==> src/rtl/mc_control_p.sv <==
// Multi-cycle MIPS-style main controller: sequences fetch/decode/execute/memory/writeback
// and decodes per-state datapath controls combinationally from the state register.
module mc_control_p #(
  parameter int              OP_W          = 6,
  parameter logic [OP_W-1:0] OP_RTYPE      = 6'h00,
  parameter logic [OP_W-1:0] OP_LW         = 6'h23,
  parameter logic [OP_W-1:0] OP_SW         = 6'h2B,
  parameter logic [OP_W-1:0] OP_BEQ        = 6'h04,
  parameter logic [OP_W-1:0] OP_ADDI       = 6'h08,
  parameter logic [OP_W-1:0] OP_J          = 6'h02,
  parameter int              USE_MEM_READY = 1
) (
  input  logic            clk,
  input  logic            rst,
  input  logic [OP_W-1:0] opcode,
  input  logic            mem_ready,
  output logic            RegDst,
  output logic            ALUSrcA,
  output logic            MemtoReg,
  output logic            RegWrite,
  output logic            MemRead,
  output logic            MemWrite,
  output logic            Branch,
  output logic            PCWrite,
  output logic            IorD,
  output logic            IRWrite,
  output logic [1:0]      ALUOp,
  output logic [1:0]      ALUSrcB,
  output logic [1:0]      PCSource,
  output logic            illegal_op,
  output logic [3:0]      state_dbg
);

  // state | meaning
  // 0  IFETCH   | fetch instruction, PC+4, wait on memory
  // 1  ID       | decode, branch target into ALUOut
  // 2  EX_R     | R-type ALU operation
  // 3  WB_R     | R-type writeback to rd
  // 4  EX_B     | BEQ compare and conditional PC update
  // 5  EX_I     | ADDI add immediate
  // 6  WB_I     | ADDI writeback to rt
  // 7  MEM_ADDR | LW/SW effective address
  // 8  MEM_RD   | LW data read, wait on memory
  // 9  MEM_WB   | LW writeback to rt
  // 10 MEM_WR   | SW data write, wait on memory
  // 11 EX_J     | jump target into PC
  localparam logic [3:0] S_IFETCH   = 4'd0;
  localparam logic [3:0] S_ID       = 4'd1;
  localparam logic [3:0] S_EX_R     = 4'd2;
  localparam logic [3:0] S_WB_R     = 4'd3;
  localparam logic [3:0] S_EX_B     = 4'd4;
  localparam logic [3:0] S_EX_I     = 4'd5;
  localparam logic [3:0] S_WB_I     = 4'd6;
  localparam logic [3:0] S_MEM_ADDR = 4'd7;
  localparam logic [3:0] S_MEM_RD   = 4'd8;
  localparam logic [3:0] S_MEM_WB   = 4'd9;
  localparam logic [3:0] S_MEM_WR   = 4'd10;
  localparam logic [3:0] S_EX_J     = 4'd11;

  logic [3:0] state_q, state_d;
  logic       rdy;

  assign rdy       = (USE_MEM_READY != 0) ? mem_ready : 1'b1;
  assign state_dbg = state_q;

  always_ff @(posedge clk or posedge rst) begin
    if (rst) state_q <= S_IFETCH;
    else     state_q <= state_d;
  end

  always_comb begin
    state_d = S_IFETCH;
    case (state_q)
      S_IFETCH: state_d = rdy ? S_ID : S_IFETCH;
      S_ID: begin
        if      (opcode == OP_RTYPE)                     state_d = S_EX_R;
        else if (opcode == OP_BEQ)                       state_d = S_EX_B;
        else if (opcode == OP_ADDI)                      state_d = S_EX_I;
        else if (opcode == OP_LW || opcode == OP_SW)     state_d = S_MEM_ADDR;
        else if (opcode == OP_J)                         state_d = S_EX_J;
        else                                             state_d = S_IFETCH;
      end
      S_EX_R:     state_d = S_WB_R;
      S_EX_I:     state_d = S_WB_I;
      // IR holds the opcode, so it is still valid here
      S_MEM_ADDR: begin
        if      (opcode == OP_LW) state_d = S_MEM_RD;
        else if (opcode == OP_SW) state_d = S_MEM_WR;
        else                      state_d = S_IFETCH;
      end
      S_MEM_RD:   state_d = rdy ? S_MEM_WB : S_MEM_RD;
      S_MEM_WR:   state_d = rdy ? S_IFETCH : S_MEM_WR;
      default:    state_d = S_IFETCH;
    endcase
  end

  always_comb begin
    RegDst     = 1'b0;
    ALUSrcA    = 1'b0;
    MemtoReg   = 1'b0;
    RegWrite   = 1'b0;
    MemRead    = 1'b0;
    MemWrite   = 1'b0;
    Branch     = 1'b0;
    PCWrite    = 1'b0;
    IorD       = 1'b0;
    IRWrite    = 1'b0;
    ALUOp      = 2'b00;
    ALUSrcB    = 2'b00;
    PCSource   = 2'b00;
    illegal_op = 1'b0;
    // outputs are forced quiet during reset even though the state already reads IFETCH
    if (!rst) begin
      case (state_q)
        S_IFETCH: begin
          MemRead = 1'b1;
          ALUSrcB = 2'b01;
          PCWrite = rdy;
          IRWrite = rdy;
        end
        S_ID: begin
          ALUSrcB    = 2'b11;
          illegal_op = !(opcode == OP_RTYPE || opcode == OP_BEQ || opcode == OP_ADDI ||
                         opcode == OP_LW || opcode == OP_SW || opcode == OP_J);
        end
        S_EX_R: begin
          ALUSrcA = 1'b1;
          ALUOp   = 2'b10;
        end
        S_WB_R: begin
          RegDst   = 1'b1;
          RegWrite = 1'b1;
        end
        S_EX_B: begin
          ALUSrcA  = 1'b1;
          ALUOp    = 2'b01;
          Branch   = 1'b1;
          PCSource = 2'b01;
        end
        S_EX_I, S_MEM_ADDR: begin
          ALUSrcA = 1'b1;
          ALUSrcB = 2'b10;
        end
        S_WB_I: RegWrite = 1'b1;
        S_MEM_RD: begin
          MemRead = 1'b1;
          IorD    = 1'b1;
        end
        S_MEM_WB: begin
          RegWrite = 1'b1;
          MemtoReg = 1'b1;
        end
        S_MEM_WR: begin
          MemWrite = 1'b1;
          IorD     = 1'b1;
        end
        S_EX_J: begin
          PCWrite  = 1'b1;
          PCSource = 2'b10;
        end
        default: ;
      endcase
    end
  end

endmodule

==> config.mk <==
export PLATFORM = sky130hd
export DESIGN_NAME = mc_control_p
export DESIGN_NICKNAME = d
export VERILOG_FILES = /design/src/rtl/mc_control_p.sv
export SDC_FILE = /design/constraint.sdc
export NUM_CORES = 1
export LEC_CHECK = 0
export CORE_UTILIZATION = 40
export CTS_CLUSTER_DIAMETER = 30
export DETAILED_ROUTE_END_ITERATION = 6
export HOLD_SLACK_MARGIN = 0.1
export PLACE_DENSITY = 0.81
export SYNTH_ARGS = -nofsm -noshare
export SYNTH_HDL_FRONTEND = slang
export SYNTH_SLANG_ARGS = --single-unit
==> constraint.sdc <==
create_clock -name clk -period 2.1 [get_ports clk]
set_clock_uncertainty 0.2 [all_clocks]
set_input_delay 0.315 -clock clk [delete_from_list [all_inputs] [get_ports clk]]
set_output_delay 0.315 -clock clk [all_outputs]
set_load 0.03 [all_outputs]
Word level (Yosys, flattened, before mapping)
Index checks and enable logic that the tools add are counted.
{"block": "totals", "regBits": 4, "inputBits": 9, "out_inout_bits": 21, "elab_cells": 70}
{"block": "op_classes", "eq_ne": 16, "mux": 39, "n_reduce_logical": 14}
{"op": "4-bit two-way mux", "n": 8}
{"op": "4-bit case mux with 7 select lines", "n": 1}
{"op": "1-bit two-way mux", "n": 23}
{"op": "4-bit by 3-bit == test with 1-bit output, second input constant", "n": 4}
{"op": "4-bit == test, second input constant", "n": 4}
{"op": "6-bit == test, second input constant", "n": 2}
{"op": "4-bit by 2-bit == test with 1-bit output, second input constant", "n": 2}
{"op": "2-bit case mux with 2 select lines", "n": 2}
{"op": "6-bit by 2-bit == test with 1-bit output, second input constant", "n": 1}
{"op": "6-bit by 3-bit == test with 1-bit output, second input constant", "n": 1}
{"op": "6-bit by 4-bit == test with 1-bit output, second input constant", "n": 1}
{"op": "6-bit logical NOT", "n": 1}
{"op": "1-bit logical OR", "n": 6}
{"op": "2-bit two-way mux", "n": 3}
{"op": "2-bit case mux with 3 select lines", "n": 1}
{"op": "2-bit OR reduction", "n": 3}
{"op": "4-bit by 1-bit == test with 1-bit output, second input constant", "n": 1}
{"op": "4-bit logical NOT", "n": 1}
{"op": "4-bit OR reduction", "n": 1}
{"op": "3-bit OR reduction", "n": 1}
{"op": "1-bit case mux with 2 select lines", "n": 1}
{"op": "1-bit logical NOT", "n": 1}

Longest topological paths before layout
Gate-level depths: netlist of run 1.
{"block": "depth", "word_depth": 9, "ltp_mapped": 5, "mapped_depth_nobuf": 3}

Worst setup path before layout of run 1
No wires, ideal clock.
{"block": "synth_timing", "kind": "register to output", "from": "register state_q[1], in the netlist state_dbg[1]", "to": "output port PCSource[0]", "arrival_ns": 2.322, "required_time_ns": 1.585, "setup_slack_ns": -0.737, "stages_incl_launch_ff": 5, "path_buffers": 3, "cell_sequence": "dfrtp_1 buf_2 buf_4 nor4b_1 buf_4"}
{"block": "synth_via", "elab_chain_len": 3, "elab_cells_between_ends": 4, "classes_between": "eq/ne: 2; mux: 2"}
{"item": "start: declaration", "line": "60", "text": "logic [3:0] state_q, state_d;"}
{"item": "start signal: assignment", "line": "68", "text": "else state_q <= state_d;"}
{"item": "4-bit == test / 4-bit by 3-bit == test with 1-bit output (equally long branches)", "line": "114", "text": "case (state_q)"}
{"item": "2-bit case mux with 2 select lines *", "line": "114"}
{"item": "2-bit two-way mux *", "line": "113", "text": "if (!rst) begin"}
{"item": "end: declaration", "line": "29", "text": "output logic [1:0] PCSource,"}
Every way passes the cells marked *; elsewhere a longest branch is shown, timed or not.

Worst setup path in the final report of run 1
{"block": "layout_timing", "from": "register state_q[1], in the netlist state_dbg[1]", "to": "output port ALUSrcB[1]"}
{"block": "layout_via", "elab_chain_len": 4, "elab_cells_between_ends": 7, "classes_between": "eq/ne: 3; mux: 2; reduce/logical: 2"}
{"item": "4-bit by 3-bit == test with 1-bit output", "line": "114"}
{"item": "2-bit OR reduction", "line": "114"}
{"item": "2-bit case mux with 3 select lines *", "line": "114"}
{"item": "2-bit two-way mux *", "line": "113"}
{"item": "end: declaration", "line": "28", "text": "output logic [1:0] ALUSrcB,"}
Marked as above.

==> results.yml, run 1 <==
clock_network:
  cts_root_buffer: "clkbuf_4"
  htree_num_levels: 1
  cts_hold_buf: 0
  insertion_delay_ns: 0.23
  cts_buffers: 3
  cts_tree: "done"
  clockBufferDepth: 2
  path_clk_slew_ns: 0.04
  cts_sinks: 4
synthesis:
  synth_commonest_cells: "nor2_1 (9), nand3_1 (6), nand2_1 (5)"
  ys_types: 32
  synth_area_um2: 576
  synth_edf_count: 0
  synthArstFlopShare: 1.00
  ys.flop_type: "dfrtp_1"
  synth_area_per_cell_um2: 7.57
  yosysTopAreaCell: "dfrtp_1"
  syn_inst: 76
  synth_most_common_cell: "nor2_1"
  synth_nets: 85
  ys_seq_elements: 4
  synth_area_leaders: "dfrtp_1 (17%), nor2_1 (5.9%), nand3_1 (5.2%)"
  ys_seq_area_frac: 0.174
  synth_top_area_share: 0.174
  yosysWarnings: 0
timing:
  fin_crit_ns: 2.02
  tightest_slew_ns: 0.335
  layout_worst_path_cycle_share: 0.964
  tns_ns: 0
  setup_violations: 0
  worst_hold_slack_ns: 0.377
  drv_slew: 0
  relSlewSlack: 0.776
  hold_viol: 0
  max_freq_ghz: 0.494
  rsz0062_at_grt: "true"
floorplanning:
  core-area_mm2: 0.00132
  io_pins: 30
  die_h_um: 39.9
  dieArea_mm2: 0.00159
  initial_core_util: 0.437
  die_w_um: 39.9
  rows: 13
critical_path:
  path_cells: "buf_4, a2111oi_2, buf_4"
  cp_slowest_cell: "dfrtp_2"
  arrival_ns: 1.51
  endpoint_kind: "primary output"
  critPathKind: "flip-flop to primary output"
  critPathLaunchType: "flip-flop"
  crit_path_frequent_cell: "buf_4"
  worstPathRequired_ns: 1.58
  cp_slowest_stage_delay_ns: 0.47
  cp_max_fo: 11
power_and_ir_drop:
  irDropWorstVdd_v: 0.000531
  switching_share: 0.497
  combPwrFrac: 0.697
  power_mw: 0.818
  p_seq_frac: 0.189
  p_int_mw: 0.412
  leakagePower_nw: 0.446
  pwr-share-clk: 0.114
  p_per_area_mw_per_mm2: 841
  switchingPower_mw: 0.406
grt:
  grtUsageTotal: 0.255
  grt_pass1_wl_um: 2760
  grt_start_max_net_pins: 12
  gr-total-overflow: 0
  antenna_found_initial: 0
  grt_pass1_vias: 698
final_layout:
  drive_above_1_share: 0.465
  seqCellArea_um2: 105
  syn_to_final_growth_pct: 68.9
  largest_reg_flops: 4
  n_fill_cell: 109
  nNetsFinal: 125
  diodes: 0
  multiInputGateArea_um2: 462
  fin_util: 0.738
routing:
  final_antenna_net_count: 0
  dr.pass1.iters: 4
  avgViaCountPerCell: 5.70
  drt_iter0_drc: 11
  wl_per_cell_um: 13.4
  vias: 735
  remaining_drc_errors: 0
  drt_wl_total_um: 1720
place:
  port_buffers: 29
  dp_hpwl_um: 1410
  gp_congestion: 0.822
worst_hold_path:
  hp-class: "input port to async pin"
run:
  max_cap_violations: 0
outcome:
  status: "completed"
## per-stage QoR
step                      setup WS, ns  area (um^2)  std cells
after floorplan                 -0.252          609         76
after global placement          0.0297          925        126
after detailed placement       -0.0165          925        126
after CTS                       0.0104          946        129
after global routing         -0.000333          972        129
final                           0.0766          972        129
## final timing paths
check	start	cells after the start	endpoint	slack (ns)
min in group clk	opcode[1]	3	state_dbg[3]	0.41
min	rst	4	state_dbg[1]	0.38
max	state_dbg[1]	3	ALUSrcB[1]	0.08
max in group asynchronous	rst	4	state_dbg[0]	1.20
max reg2reg	state_dbg[2]	4	state_dbg[3]	0.54
min reg2reg	state_dbg[1]	3	state_dbg[2]	0.50
## kinds of logic (layout without fill, tap and decap cells)
logic type,count (synthesis),after routing,share of synthesized area
and+or+nand+nor,47,47,0.502
xor gates and xnor gates,4,4,0.0609
AOI/OAI and AO/OA,10,10,0.152
buffers and inverters,11,49,0.111
DFF,4,4,0.174
## layout make-up
class | instances | share of cell area
multi-input combinational | 61 | 0.475
timing repair buffer | 42 | 0.359
sequential | 4 | 0.108
clock buffer | 3 | 0.0232
tap | 15 | 0.0193
inverter | 4 | 0.0154
## metal layers
metal / share of wire / global-route usage / vias up
li1: - / - / 358
met1: 0.39 / 0.264 / 348
met2: 0.54 / 0.496 / 25
met3: 0.046 / 0.0556 / 4
met4: 0.023 / 0.0776 / 0
met5: 0 / 0 / -
## power groups by stage
stage                     Combinational (mW)  Sequential [mW]  Clock, mW
after floorplan                        0.377            0.155          0
after global placement                 0.560            0.150          0
after detailed placement               0.570            0.151          0
after CTS                              0.572            0.150     0.0974
after global routing                   0.613            0.162      0.106
final                                  0.570            0.155     0.0932
## cells in the final DEF, fill, tap and decap left out, types with 2 or more instances in the layout
cell type	instances
a22oi_1	2
a32oi_1	2
and2b_1	2
buf_4	30
clkbuf_4	3
clkdlybuf4s50_1	9
dfrtp_2	4
dlymetal6s2s_1	2
inv_1	4
nand2_1	5
nand3_1	6
nand4_1	3
nor2_1	9
nor2b_1	3
nor3_2	3
nor4_2	2
nor4b_2	4
xor2_1	3
## worst max-delay path: cells and delay by family, from the launching register on
family          cells  cell delay, ns
flops               1            0.47
buf+inv             2            0.43
compound gates      1            0.37
## what timing repair did
| item | in CTS | in global routing |
|---|---|---|
| setup endpoints to repair | 1 | 7 |
| setup buffers | 0 | 0 |
| resized for setup | 1 | 9 |
| pin swaps | 0 | 1 |
Note: power is estimated with default switching activity, not from simulation.
==> run 2, diff against run 1 <==
CTS_BUF_LIST = sky130_fd_sc_hd__clkbuf_4 sky130_fd_sc_hd__clkbuf_8 sky130_fd_sc_hd__clkbuf_16   (was unset)
PLACE_DENSITY = unset   (was 0.81)
PLACE_DENSITY_LB_ADDON = 0.3   (was unset)
==> run 2 against run 1 <==
Routed wire length grew 9.4%. Count of clock-buffer cells in the layout unchanged. Core utilization increased by 2.7 points. Critical path depth up 2. First-iteration DRC count is 82% higher. Combinational power grew 9.6%. Via count up 3.4%. Cell count increased by 1.6%. Non-clock buffer count is 2 higher. Clock power is 6.3% higher. Cell area increased by 3.6%. Hold slack gained 0.0088 ns. Highest routed layer unchanged.
==> results.yml, run 2 (synthesized netlist as in run 1, its figures left out) <==
worst_hold_path:
  hp-class: "input port to flip-flop"
run:
  max_cap_violations: 0
clock_network:
  cts_sinks: 4
  cts_hold_buf: 0
  cts_buffers: 3
  htree_num_levels: 1
  insertion_delay_ns: 0.24
  clockBufferDepth: 2
  cts_root_buffer: "clkbuf_4"
  cts_tree: "done"
  path_clk_slew_ns: 0.04
grt:
  grt_pass1_wl_um: 2580
  antenna_found_initial: 0
  grt_pass1_vias: 619
  grt_start_max_net_pins: 11
  grtUsageTotal: 0.240
  gr-total-overflow: 0
floorplanning:
  core-area_mm2: 0.00132
  rows: 13
  die_w_um: 39.9
  initial_core_util: 0.437
  die_h_um: 39.9
  io_pins: 30
  dieArea_mm2: 0.00159
timing:
  tightest_slew_ns: 0.357
  drv_slew: 0
  relSlewSlack: 0.759
  hold_viol: 0
  rsz0062_at_grt: "true"
  setup_violations: 0
  layout_worst_path_cycle_share: 0.982
  tns_ns: 0
  fin_ws_ns: 0.0387
  max_freq_ghz: 0.485
  fin_crit_ns: 2.06
  worst_hold_slack_ns: 0.385
place:
  dp_slack_ns: -0.0213
  placed_area_um2: 932
  dp_hpwl_um: 1400
  gp_congestion: 0.823
  port_buffers: 29
routing:
  avgViaCountPerCell: 5.80
  vias: 760
  wl_per_cell_um: 14.4
  dr.pass1.iters: 4
  final_antenna_net_count: 0
  remaining_drc_errors: 0
  drt_wl_total_um: 1890
  drt_iter0_drc: 20
power_and_ir_drop:
  p_int_mw: 0.433
  pwr-share-clk: 0.114
  p_per_area_mw_per_mm2: 864
  leakagePower_nw: 0.466
  switchingPower_mw: 0.437
  switching_share: 0.502
  combPwrFrac: 0.719
  power_mw: 0.870
  p_seq_frac: 0.167
  irDropWorstVdd_v: 0.000577
critical_path:
  endpoint_kind: "primary output"
  cp_max_fo: 4
  critPathLaunchType: "input port"
  critPathKind: "input port to primary output"
  worstPathRequired_ns: 1.58
  arrival_ns: 1.55
final_layout:
  final_common_cell: "buf_4"
  drive_above_1_share: 0.466
  largest_reg_flops: 4
  n_fill_cell: 101
  fin_area_mm2: 0.00101
  syn_to_final_growth_pct: 75.0
  diodes: 0
  final_cell_mix: "buf_4 (31), nor2_1 (9), clkdlybuf4s50_1 (9)"
  nNetsFinal: 127
outcome:
  status: "completed"
-- run 2: cell count changes in the layout (fill, tap and decap cells not counted), sizes merged --
cell  before  now
buf       30   32
-- run 2: layout make-up --
type | instances | area, um^2 | share of cell area
tap | 15 | 18.8 | 0.0186
sequential | 4 | 104 | 0.103
multi-input combinational | 61 | 479 | 0.476
timing repair buffer | 44 | 368 | 0.365
clock buffer | 3 | 22.5 | 0.0224
inverter | 4 | 15.0 | 0.0149
-- run 2: power groups by stage --
stage	logic, mW	registers (mW)	clock network, mW
detailed placement	0.589	0.139	0
finish	0.625	0.146	0.0991
CTS	0.591	0.139	0.103
global placement	0.578	0.139	0
global route	0.665	0.150	0.106
floorplan	0.377	0.155	0
-- run 2: timing repair --
item	4_1_cts	5_1_grt
gates cloned	0	0
endpoints found under the setup margin	2	4
pin swaps	0	1
buffers inserted	0	1
resized for setup	2	10
-- run 2: final timing paths --
kind,start,endpoint,slack [ns],cells past startpoint
hold / removal,opcode[1],state_dbg[3],0.39,3
max in group asynchronous,rst,state_dbg[3],1.18,4
hold reg to reg,state_dbg[1],state_dbg[2],0.55,3
setup reg to reg,state_dbg[2],state_dbg[3],0.54,4
min in group asynchronous,rst,state_dbg[0],0.40,4
setup / recovery,opcode[4],illegal_op,0.04,5
-- run 2: routing by layer --
layer	GRT usage	wire length, um
met1	0.309	856
met2	0.403	959
met3	0.00556	49
met4	0.121	20
met5	0	0
-- run 2: metrics by stage --
| stage | util | cells |
|---|---|---|
| after global placement | 0.708 | 127 |
| after CTS | 0.725 | 130 |
| after detailed placement | 0.708 | 127 |
| final | 0.764 | 131 |
| after floorplan | - | 76 |
| after global routing | 0.764 | 131 |
-- run 2: critical path, cell delays in order --
cell	delay, ns
clkdlybuf4s50_1	0.49
nor4_2	0.32
a22oi_2	0.10
nor3b_2	0.16
buf_4	0.16
